===== src/rtl/multicycle_controller_if.sv =====
// Control bundle between the multicycle controller (master) and the datapath (slave).
// Carries the decoded instruction fields and every control, debug and status signal.
interface multicycle_controller_if;
  logic [5:0]  opcode;
  logic [5:0]  funct;
  logic        zero;
  logic        memReady;
  logic        memRead;
  logic        memWrite;
  logic        iorD;
  logic        irWrite;
  logic        pcWrite;
  logic [1:0]  pcSrc;
  logic        aluSrcA;
  logic [1:0]  aluSrcB;
  logic [4:0]  aluControl;
  logic        regWrite;
  logic [1:0]  regDst;
  logic [1:0]  memToReg;
  logic        trap;
  logic [3:0]  state;
  logic [31:0] instrCount;

  modport master (
    input  opcode, funct, zero, memReady,
    output memRead, memWrite, iorD, irWrite, pcWrite, pcSrc, aluSrcA, aluSrcB,
           aluControl, regWrite, regDst, memToReg, trap, state, instrCount
  );

  modport slave (
    output opcode, funct, zero, memReady,
    input  memRead, memWrite, iorD, irWrite, pcWrite, pcSrc, aluSrcA, aluSrcB,
           aluControl, regWrite, regDst, memToReg, trap, state, instrCount
  );
endinterface


===== src/rtl/multicycle_controller.sv =====
// Control FSM for the shared-memory multicycle MIPS-subset core, with retired-instruction
// counter and illegal-instruction trap. Define MCC_WAIT_EN to stall memory states on memReady.
module multicycle_controller (
  input  logic                       clock,
  input  logic                       resetN,
  multicycle_controller_if.master    bus
);

  typedef enum logic [3:0] {
    S_FETCH  = 4'd0,  S_DECODE = 4'd1,  S_MEMADR = 4'd2,  S_MEMRD  = 4'd3,
    S_MEMWB  = 4'd4,  S_MEMWR  = 4'd5,  S_RTEXEC = 4'd6,  S_RTWB   = 4'd7,
    S_BRANCH = 4'd8,  S_ADDIEX = 4'd9,  S_ADDIWB = 4'd10, S_JUMP   = 4'd11,
    S_JR     = 4'd12, S_TRAP   = 4'd15
  } state_t;

  localparam logic [5:0] OP_RTYPE = 6'b000000;
  localparam logic [5:0] OP_LW    = 6'b100011;
  localparam logic [5:0] OP_SW    = 6'b101011;
  localparam logic [5:0] OP_BEQ   = 6'b000100;
  localparam logic [5:0] OP_ADDI  = 6'b001000;
  localparam logic [5:0] OP_J     = 6'b000010;
  localparam logic [5:0] OP_JAL   = 6'b000011;

  localparam logic [5:0] FN_ADD = 6'b100000;
  localparam logic [5:0] FN_SUB = 6'b100010;
  localparam logic [5:0] FN_AND = 6'b100100;
  localparam logic [5:0] FN_OR  = 6'b100101;
  localparam logic [5:0] FN_SLT = 6'b101010;
  localparam logic [5:0] FN_JR  = 6'b001000;

  localparam logic [4:0] ALU_ADD = 5'b00010;
  localparam logic [4:0] ALU_SUB = 5'b00110;
  localparam logic [4:0] ALU_AND = 5'b00000;
  localparam logic [4:0] ALU_OR  = 5'b00001;
  localparam logic [4:0] ALU_SLT = 5'b00111;

  state_t      state_reg, state_next;
  logic [31:0] count_reg;
  logic        mem_ready;

  logic        mem_read_c, mem_write_c, iord_c, ir_write_c, pc_write_c;
  logic        alu_src_a_c, reg_write_c, trap_c;
  logic [1:0]  pc_src_c, alu_src_b_c, reg_dst_c, mem_to_reg_c;
  logic [4:0]  alu_control_c;

`ifdef MCC_WAIT_EN
  assign mem_ready = bus.memReady;
`else
  assign mem_ready = 1'b1;
`endif

  always_ff @(posedge clock or negedge resetN) begin
    if (!resetN) begin
      state_reg <= S_FETCH;
      count_reg <= 32'd0;
    end else begin
      state_reg <= state_next;
      // Retirement is any return to FETCH; TRAP never returns, so the count freezes there.
      if (state_reg != S_FETCH && state_next == S_FETCH)
        count_reg <= count_reg + 32'd1;
    end
  end

  always_comb begin
    state_next    = state_reg;
    mem_read_c    = 1'b0;
    mem_write_c   = 1'b0;
    iord_c        = 1'b0;
    ir_write_c    = 1'b0;
    pc_write_c    = 1'b0;
    pc_src_c      = 2'b00;
    alu_src_a_c   = 1'b0;
    alu_src_b_c   = 2'b00;
    alu_control_c = ALU_ADD;
    reg_write_c   = 1'b0;
    reg_dst_c     = 2'b00;
    mem_to_reg_c  = 2'b00;
    trap_c        = 1'b0;

    case (state_reg)
      S_FETCH: begin
        mem_read_c  = 1'b1;
        ir_write_c  = mem_ready;
        pc_write_c  = mem_ready;
        alu_src_b_c = 2'b01;
        if (mem_ready) state_next = S_DECODE;
      end
      S_DECODE: begin
        alu_src_b_c = 2'b11;
        case (bus.opcode)
          OP_LW, OP_SW: state_next = S_MEMADR;
          OP_RTYPE: begin
            case (bus.funct)
              FN_JR:                                  state_next = S_JR;
              FN_ADD, FN_SUB, FN_AND, FN_OR, FN_SLT:  state_next = S_RTEXEC;
              default:                                state_next = S_TRAP;
            endcase
          end
          OP_BEQ:       state_next = S_BRANCH;
          OP_ADDI:      state_next = S_ADDIEX;
          OP_J, OP_JAL: state_next = S_JUMP;
          default:      state_next = S_TRAP;
        endcase
      end
      S_MEMADR: begin
        alu_src_a_c = 1'b1;
        alu_src_b_c = 2'b10;
        state_next  = (bus.opcode == OP_SW) ? S_MEMWR : S_MEMRD;
      end
      S_MEMRD: begin
        mem_read_c = 1'b1;
        iord_c     = 1'b1;
        if (mem_ready) state_next = S_MEMWB;
      end
      S_MEMWB: begin
        reg_write_c  = 1'b1;
        mem_to_reg_c = 2'b01;
        state_next   = S_FETCH;
      end
      S_MEMWR: begin
        mem_write_c = 1'b1;
        iord_c      = 1'b1;
        if (mem_ready) state_next = S_FETCH;
      end
      S_RTEXEC: begin
        alu_src_a_c = 1'b1;
        case (bus.funct)
          FN_SUB:  alu_control_c = ALU_SUB;
          FN_AND:  alu_control_c = ALU_AND;
          FN_OR:   alu_control_c = ALU_OR;
          FN_SLT:  alu_control_c = ALU_SLT;
          default: alu_control_c = ALU_ADD;
        endcase
        state_next = S_RTWB;
      end
      S_RTWB: begin
        reg_write_c = 1'b1;
        reg_dst_c   = 2'b01;
        state_next  = S_FETCH;
      end
      S_BRANCH: begin
        alu_src_a_c   = 1'b1;
        alu_control_c = ALU_SUB;
        pc_src_c      = 2'b01;
        pc_write_c    = bus.zero;
        state_next    = S_FETCH;
      end
      S_ADDIEX: begin
        alu_src_a_c = 1'b1;
        alu_src_b_c = 2'b10;
        state_next  = S_ADDIWB;
      end
      S_ADDIWB: begin
        reg_write_c = 1'b1;
        state_next  = S_FETCH;
      end
      S_JUMP: begin
        pc_src_c   = 2'b10;
        pc_write_c = 1'b1;
        // jal links the PC+4 already written back during FETCH.
        if (bus.opcode == OP_JAL) begin
          reg_write_c  = 1'b1;
          reg_dst_c    = 2'b10;
          mem_to_reg_c = 2'b10;
        end
        state_next = S_FETCH;
      end
      S_JR: begin
        pc_src_c   = 2'b11;
        pc_write_c = 1'b1;
        state_next = S_FETCH;
      end
      S_TRAP: begin
        trap_c     = 1'b1;
        state_next = S_TRAP;
      end
      default: state_next = S_TRAP;
    endcase
  end

  // Strobes are gated by resetN so an asserted reset blocks any write in the same cycle.
  assign bus.memRead    = mem_read_c  & resetN;
  assign bus.memWrite   = mem_write_c & resetN;
  assign bus.irWrite    = ir_write_c  & resetN;
  assign bus.pcWrite    = pc_write_c  & resetN;
  assign bus.regWrite   = reg_write_c & resetN;
  assign bus.iorD       = iord_c;
  assign bus.pcSrc      = pc_src_c;
  assign bus.aluSrcA    = alu_src_a_c;
  assign bus.aluSrcB    = alu_src_b_c;
  assign bus.aluControl = alu_control_c;
  assign bus.regDst     = reg_dst_c;
  assign bus.memToReg   = mem_to_reg_c;
  assign bus.trap       = trap_c;
  assign bus.state      = state_reg;
  assign bus.instrCount = count_reg;

endmodule

===== src/flat_wrapper.sv =====
// flat-port wrapper written by rule: the top's interface ports become plain ports
module multicycle_controller_flat 
  (clock, resetN, bus_opcode, bus_funct, bus_zero, bus_memReady, bus_memRead, bus_memWrite, bus_iorD, bus_irWrite, bus_pcWrite, bus_pcSrc, bus_aluSrcA, bus_aluSrcB, bus_aluControl, bus_regWrite, bus_regDst, bus_memToReg, bus_trap, bus_state, bus_instrCount);
  multicycle_controller_if bus_i ();
  input  logic clock;
  input  logic resetN;
  input wire logic [$bits(bus_i.opcode)-1:0] bus_opcode;
  input wire logic [$bits(bus_i.funct)-1:0] bus_funct;
  input wire logic [$bits(bus_i.zero)-1:0] bus_zero;
  input wire logic [$bits(bus_i.memReady)-1:0] bus_memReady;
  output wire logic [$bits(bus_i.memRead)-1:0] bus_memRead;
  output wire logic [$bits(bus_i.memWrite)-1:0] bus_memWrite;
  output wire logic [$bits(bus_i.iorD)-1:0] bus_iorD;
  output wire logic [$bits(bus_i.irWrite)-1:0] bus_irWrite;
  output wire logic [$bits(bus_i.pcWrite)-1:0] bus_pcWrite;
  output wire logic [$bits(bus_i.pcSrc)-1:0] bus_pcSrc;
  output wire logic [$bits(bus_i.aluSrcA)-1:0] bus_aluSrcA;
  output wire logic [$bits(bus_i.aluSrcB)-1:0] bus_aluSrcB;
  output wire logic [$bits(bus_i.aluControl)-1:0] bus_aluControl;
  output wire logic [$bits(bus_i.regWrite)-1:0] bus_regWrite;
  output wire logic [$bits(bus_i.regDst)-1:0] bus_regDst;
  output wire logic [$bits(bus_i.memToReg)-1:0] bus_memToReg;
  output wire logic [$bits(bus_i.trap)-1:0] bus_trap;
  output wire logic [$bits(bus_i.state)-1:0] bus_state;
  output wire logic [$bits(bus_i.instrCount)-1:0] bus_instrCount;
  assign bus_i.opcode = bus_opcode;
  assign bus_i.funct = bus_funct;
  assign bus_i.zero = bus_zero;
  assign bus_i.memReady = bus_memReady;
  assign bus_memRead = bus_i.memRead;
  assign bus_memWrite = bus_i.memWrite;
  assign bus_iorD = bus_i.iorD;
  assign bus_irWrite = bus_i.irWrite;
  assign bus_pcWrite = bus_i.pcWrite;
  assign bus_pcSrc = bus_i.pcSrc;
  assign bus_aluSrcA = bus_i.aluSrcA;
  assign bus_aluSrcB = bus_i.aluSrcB;
  assign bus_aluControl = bus_i.aluControl;
  assign bus_regWrite = bus_i.regWrite;
  assign bus_regDst = bus_i.regDst;
  assign bus_memToReg = bus_i.memToReg;
  assign bus_trap = bus_i.trap;
  assign bus_state = bus_i.state;
  assign bus_instrCount = bus_i.instrCount;
  multicycle_controller u_core (.clock(clock), .resetN(resetN), .bus(bus_i));
endmodule

===== config.mk =====
export PLATFORM = sky130hd
export DESIGN_NAME = multicycle_controller_flat
export DESIGN_NICKNAME = d
export VERILOG_FILES = /design/src/rtl/multicycle_controller_if.sv /design/src/rtl/multicycle_controller.sv /design/src/flat_wrapper.sv
export SDC_FILE = /design/constraint.sdc
export NUM_CORES = 1
export LEC_CHECK = 0
export ABC_CLOCK_PERIOD_IN_PS = 3800
export BUFFER_PORTS_ARGS = -buffer_cell sky130_fd_sc_hd__buf_2
export CAP_MARGIN = 20
export CORE_MARGIN = 3
export CORE_UTILIZATION = 42
export DETAILED_ROUTE_END_ITERATION = 16
export PLACE_DENSITY = 0.8
export SLEW_MARGIN = 20
export SYNTH_ARGS = -nofsm -noshare
export SYNTH_HDL_FRONTEND = slang
export SYNTH_SLANG_ARGS = --single-unit

===== constraint.sdc =====
create_clock -name clock -period 3.8 [get_ports clock]
set_input_delay 0.76 -clock clock [delete_from_list [all_inputs] [get_ports clock]]
set_output_delay 0.76 -clock clock [all_outputs]
set_load 0.02 [all_outputs]

==> Yosys cells after proc, flatten, opt, wreduce, memory -nomap -nowiden <==
Cells that the tools add are included.
{ "totals": {"regBits": 36, "latchBits": 0, "ram_bits": 0, "rom_bits": 0, "out_inout_bits": 57, "mem_count": 0} }
{ "classes": {"add_sub_neg": 1, "n_mul": 0, "div_mod_pow": 0, "order_cmp": 0, "n_eq_ne": 25, "shift": 0, "muxes": 20, "bitwise_logic": 5, "reduce_logical": 15} }
{ "ops": {"columns": ["operator", "count"], "rows": [
  ["6-bit == test (second input constant)", 7],
  ["32-bit by 1-bit adder with 32-bit output (second input constant)", 1],
  ["4-bit case mux with 7 select lines", 1],
  ["4-bit == test (second input constant)", 6],
  ["4-bit case mux with 5 select lines", 1],
  ["4-bit by 3-bit == test with 1-bit output (second input constant)", 4],
  ["6-bit by 2-bit == test with 1-bit output (second input constant)", 2],
  ["6-bit by 4-bit == test with 1-bit output (second input constant)", 2],
  ["2-bit case mux with 3 select lines", 2],
  ["3-bit case mux with 4 select lines", 1],
  ["5-bit case mux with 2 select lines", 1],
  ["2-bit OR reduction", 5],
  ["4-bit by 2-bit == test with 1-bit output (second input constant)", 2],
  ["4-bit zero test", 2],
  ["2-bit case mux with 2 select lines", 2],
  ["4-bit case mux with 2 select lines", 1],
  ["1-bit 2-to-1 mux", 7],
  ["7-bit OR reduction", 1],
  ["6-bit by 3-bit == test with 1-bit output (second input constant)", 1],
  ["6-bit zero test", 1],
  ["3-bit OR reduction", 2],
  ["1-bit bitwise AND", 5],
  ["5-bit OR reduction", 1],
  ["4-bit by 1-bit == test with 1-bit output (second input constant)", 1],
  ["6 further kinds", 7]
]} }

==> Depth between registers and ports, before layout <==
{ "depth": {"depth_word": 7, "mapped_depth": 7, "depth_no_buf": 5} }

==> Worst setup path before layout <==
Ideal clock, no wire load.
{ "synth_timing": {"path_type": "in2out", "from": "input bus_opcode[4]", "to": "output bus_regWrite", "arrival_time_ns": 2.090, "t_required_ns": 3.040, "setup_slack_ns": 0.950, "stages": 5, "path_buffers": 0, "cell_sequence": "and3b_1 -> nand4b_1 -> nor3_1 -> a211oi_1 -> nor2b_1"} }
{ "synth_between": {"elab_chain_len": 4} }
{ "synth_lines": {"columns": ["element", "line_no", "text"], "rows": [
  ["from (decl)", "flat_wrapper.sv:7", "input wire logic [$bits(bus_i.opcode)-1:0] bus_opcode;"],
  ["6-bit by 2-bit == test with 1-bit output", "multicycle_controller.sv:161", "if (bus.opcode == OP_JAL) begin"],
  ["1-bit 2-to-1 mux", "multicycle_controller.sv:161", null],
  ["1-bit case mux with 2 select lines", "multicycle_controller.sv:80", "case (state_reg)"],
  ["1-bit bitwise AND", "multicycle_controller.sv:186", "assign bus.regWrite = reg_write_c & resetN;"],
  ["to (decl)", "flat_wrapper.sv:20", "output wire logic [$bits(bus_i.regWrite)-1:0] bus_regWrite;"]
]} }
No other way between the ends.

==> Final worst setup path <==
{ "layout_timing": {"from": "register u_core.state_reg[3], in the netlist u_core.bus.state[3]", "to": "output bus_aluControl[1]"} }
{ "layout_between": {"elab_chain_len": 2, "elab_cells_between_ends": 3, "cone_classes": "eq/ne (2); mux (1)"} }
{ "layout_lines": {"columns": ["element", "line_no", "text"], "rows": [
  ["from (decl)", "multicycle_controller.sv:37", "state_t state_reg, state_next;"],
  ["from (signal assigned)", "multicycle_controller.sv:57", "state_reg <= state_next;"],
  ["4-bit == test or 4-bit by 3-bit == test with 1-bit output (tied branches)", "multicycle_controller.sv:80", null],
  ["5-bit case mux with 2 select lines (*)", "multicycle_controller.sv:80", null],
  ["to (decl)", "flat_wrapper.sv:19", "output wire logic [$bits(bus_i.aluControl)-1:0] bus_aluControl;"]
]} }
Mark *: on every way between the ends. The rest lies on a longest branch, timed or not.

==> results.sh <==
export IMPL_cpMaxStageDelayCell="dfrtp_1"
export IMPL_highest_layer="met4"
export IMPL_ys_types=48
export IMPL_ys_warn_count=0
export IMPL_worst_slew_pin_slew_ps=609
export IMPL_cts_sinks=36
export IMPL_cts_clk_slew_worst_paths_ps=70
export IMPL_start_util=0.443
export IMPL_whs_ps=288
export IMPL_grt_max_degree=34
export IMPL_setup_worst_path_start_class="flip-flop"
export IMPL_synth_top_area_share=0.419
export IMPL_firstDrtPassIters=4
export IMPL_drc=0
export IMPL_switching_share=0.444
export IMPL_wl_met2_mm=2.35
export IMPL_place_congestion=0.933
export IMPL_timing_max_transition_violations_final=0
export IMPL_core_area_um2=4850
export IMPL_postRouteAntennaNets=0
export IMPL_syn_inst=238
export IMPL_crit_chain="nand2b_1, or3b_2, nand3b_1, buf_2"
export IMPL_cts_resized=0
export IMPL_cp_buffers_inverters=1
export IMPL_fp_dieW_um=77.5
export IMPL_cp_max_fo=17
export IMPL_area_delta_synth_final_pct=22.7
export IMPL_cpPeakStageDelay_ps=580
export IMPL_largest_reg_flops=32
export IMPL_rsz0062_at_grt="false"
export IMPL_fin_crit_sh=0.732
export IMPL_power_switching_mw=0.692
export IMPL_grt_ovfl_total=0
export IMPL_yosys_register_bits=36
export IMPL_die_area_um2=6010
export IMPL_power_density_nw_per_um2=591
export IMPL_setup_viol=0
export IMPL_drtIter0Drc=109
export IMPL_hp_class="primary input to asynchronous set/reset pin"
export IMPL_post_synth_top_count_cell="dfrtp_1"
export IMPL_clock_latency_ps=290
export IMPL_timing_max_slew_rel_slack=0.594
export IMPL_post_route_min_period_ps=2780
export IMPL_num_io_pins=73
export IMPL_p_int_mw=0.867
export IMPL_wl_per_cell_um=13.4
export IMPL_cts_tree="done"
export IMPL_nets=326
export IMPL_rows=25
export IMPL_fmax_mhz=359
export IMPL_yosys_top_cells_count="36 x dfrtp_1, 35 x nand2_1, 25 x nor2_1, 21 x xor2_1, 14 x nor3_1"
export IMPL_synth_edf_count=0
export IMPL_synth_flop_cell="dfrtp_1"
export IMPL_finalClockSkew_ps=6.33
export IMPL_drt_wl_total_mm=5.05
export IMPL_grt_first_pass_wirelength_mm=8.55
export IMPL_grt_use_total=0.174
export IMPL_diodes=0
export IMPL_drive_gt1_frac=0.285
export IMPL_num_vias=1992
export IMPL_cts_root_buffer="clkbuf_8"
export IMPL_met1_length_mm=2.28
export IMPL_avgSynthCellArea_um2=9.03
export IMPL_cts_setup_buffers=0
export IMPL_cts_made_buffers=5
export IMPL_portBuffers=69
export IMPL_finalHoldViolCount=0
export IMPL_ys_seq_area_frac=0.419
export IMPL_async_reset_ff_frac=1.00
export IMPL_power_frac_seq=0.372
export IMPL_cts_path_max_buffers=2
export IMPL_cpLargestDelayFamily="simple AND/OR/NAND/NOR gates"
export IMPL_synth_top_area_cell="dfrtp_1"
export IMPL_ir_worst_vdd_v=0.000439
export IMPL_h_tree_depth=2
export IMPL_outcome="finished clean"
export IMPL_hpwl_mm=3.82
export IMPL_clockPowerShare=0.189
export IMPL_end_kind="output port"
export IMPL_tns_ps=0
export IMPL_cap_violations=0
export IMPL_p_leak_nw=1.35
export IMPL_stdcell_area_um2=2640
export IMPL_syn_area_um2=2150
export IMPL_finalPower_mw=1.56
export IMPL_synthTopCellsByArea="dfrtp_1 42%, xor2_1 8.6%, nand2_1 6.1%"
export IMPL_viasPerCell=5.30
export IMPL_required_ps=3040
export IMPL_dr_wl_met3_um=329
export IMPL_place_area_um2=2540
export IMPL_fill_cells=450
export IMPL_antenna_found_initial=0
export IMPL_cp_arrival_ps=2020
export IMPL_share_comb_of_total_power=0.438
export IMPL_worstSetupPathType="flip-flop to output port"
export IMPL_die_h_um=77.5
export IMPL_grt_pass1_vias=1846
export IMPL_cts_hold_buffers_added=0
[power by group through the flow]
stage	clock (mW)	combinational, mW	sequential [mW]
after global placement	0	0.679	0.583
final	0.295	0.683	0.581
after CTS	0.302	0.687	0.578
after detailed placement	0	0.686	0.585
after floorplan	0	0.502	0.587
after global routing	0.318	0.747	0.596
[routing by layer]
layer,track usage,vias up
li1,-,976
met3,0.0418,12
met5,0,-
met4,0.0676,0
met2,0.271,76
met1,0.234,928
[metrics by stage]
step | instances | setup slack [ps] | util
3_5_place_dp | 369 | 1140 | 0.524
4_1_cts | 376 | 1030 | 0.544
2_1_floorplan | 239 | 950 | -
3_3_place_gp | 369 | 1160 | 0.524
5_1_grt | 376 | 938 | 0.544
6_report | 376 | 1020 | 0.544
[worst register-to-register path, cell delays in order (launching register included)]
cell      delay [ps]
dfrtp_1          690
nor2_1           210
a221oi_4         530
nand4_1          400
nor3_1           340
xor2_1           170
[layout make-up]
type / instances / area, µm² / share of cell area
Inverter: 5 / 18.8 / 0.00712
Clock buffer: 7 / 96.3 / 0.0365
Timing Repair Buffer: 70 / 353 / 0.134
Tap cell: 67 / 83.8 / 0.0318
Multi-Input combinational cell: 191 / 1180 / 0.449
Sequential cell: 36 / 901 / 0.342
[layout by cell type (no fill, tap or decap), drive strengths merged, types with 7 or more instances in the layout]
cell,Yosys,layout
a21oi,7,7
buf,4,70
clkbuf,3,7
dfrtp,36,36
nand2,36,36
nand3,10,10
nand4,8,8
nor2,25,25
nor2b,7,7
nor3,14,14
nor4,7,7
xnor2,12,12
xor2,21,21
[cells by family (layout without fill, tap and decap cells)]
logic type	after synthesis	count (layout)	share of synthesized area
other cells	1	2	0.00174
mux	1	1	0.00524
simple gates	129	129	0.318
compound gates	25	25	0.0844
flops	36	36	0.419
buf+inv	12	82	0.0314
xor+xnor	33	33	0.134
fa+ha+maj	1	1	0.00582
[path summary, 6_finish.rpt]
| check | startpoint | end | slack, ps | depth (start not counted) |
|---|---|---|---|---|
| min in group clock | u_core.bus.instrCount[31] | u_core.bus.instrCount[31] | 460 | 1 |
| min | resetN | u_core.bus.state[3] | 290 | 1 |
| max in group asynchronous | resetN | u_core.bus.instrCount[6] | 2880 | 2 |
| max reg2reg | u_core.bus.state[3] | u_core.bus.instrCount[29] | 1380 | 5 |
| max | u_core.bus.state[3] | bus_aluControl[1] | 1020 | 4 |
| min reg2reg | u_core.bus.instrCount[31] | u_core.bus.instrCount[31] | 460 | 1 |
(Power assumes the default switching activity.)
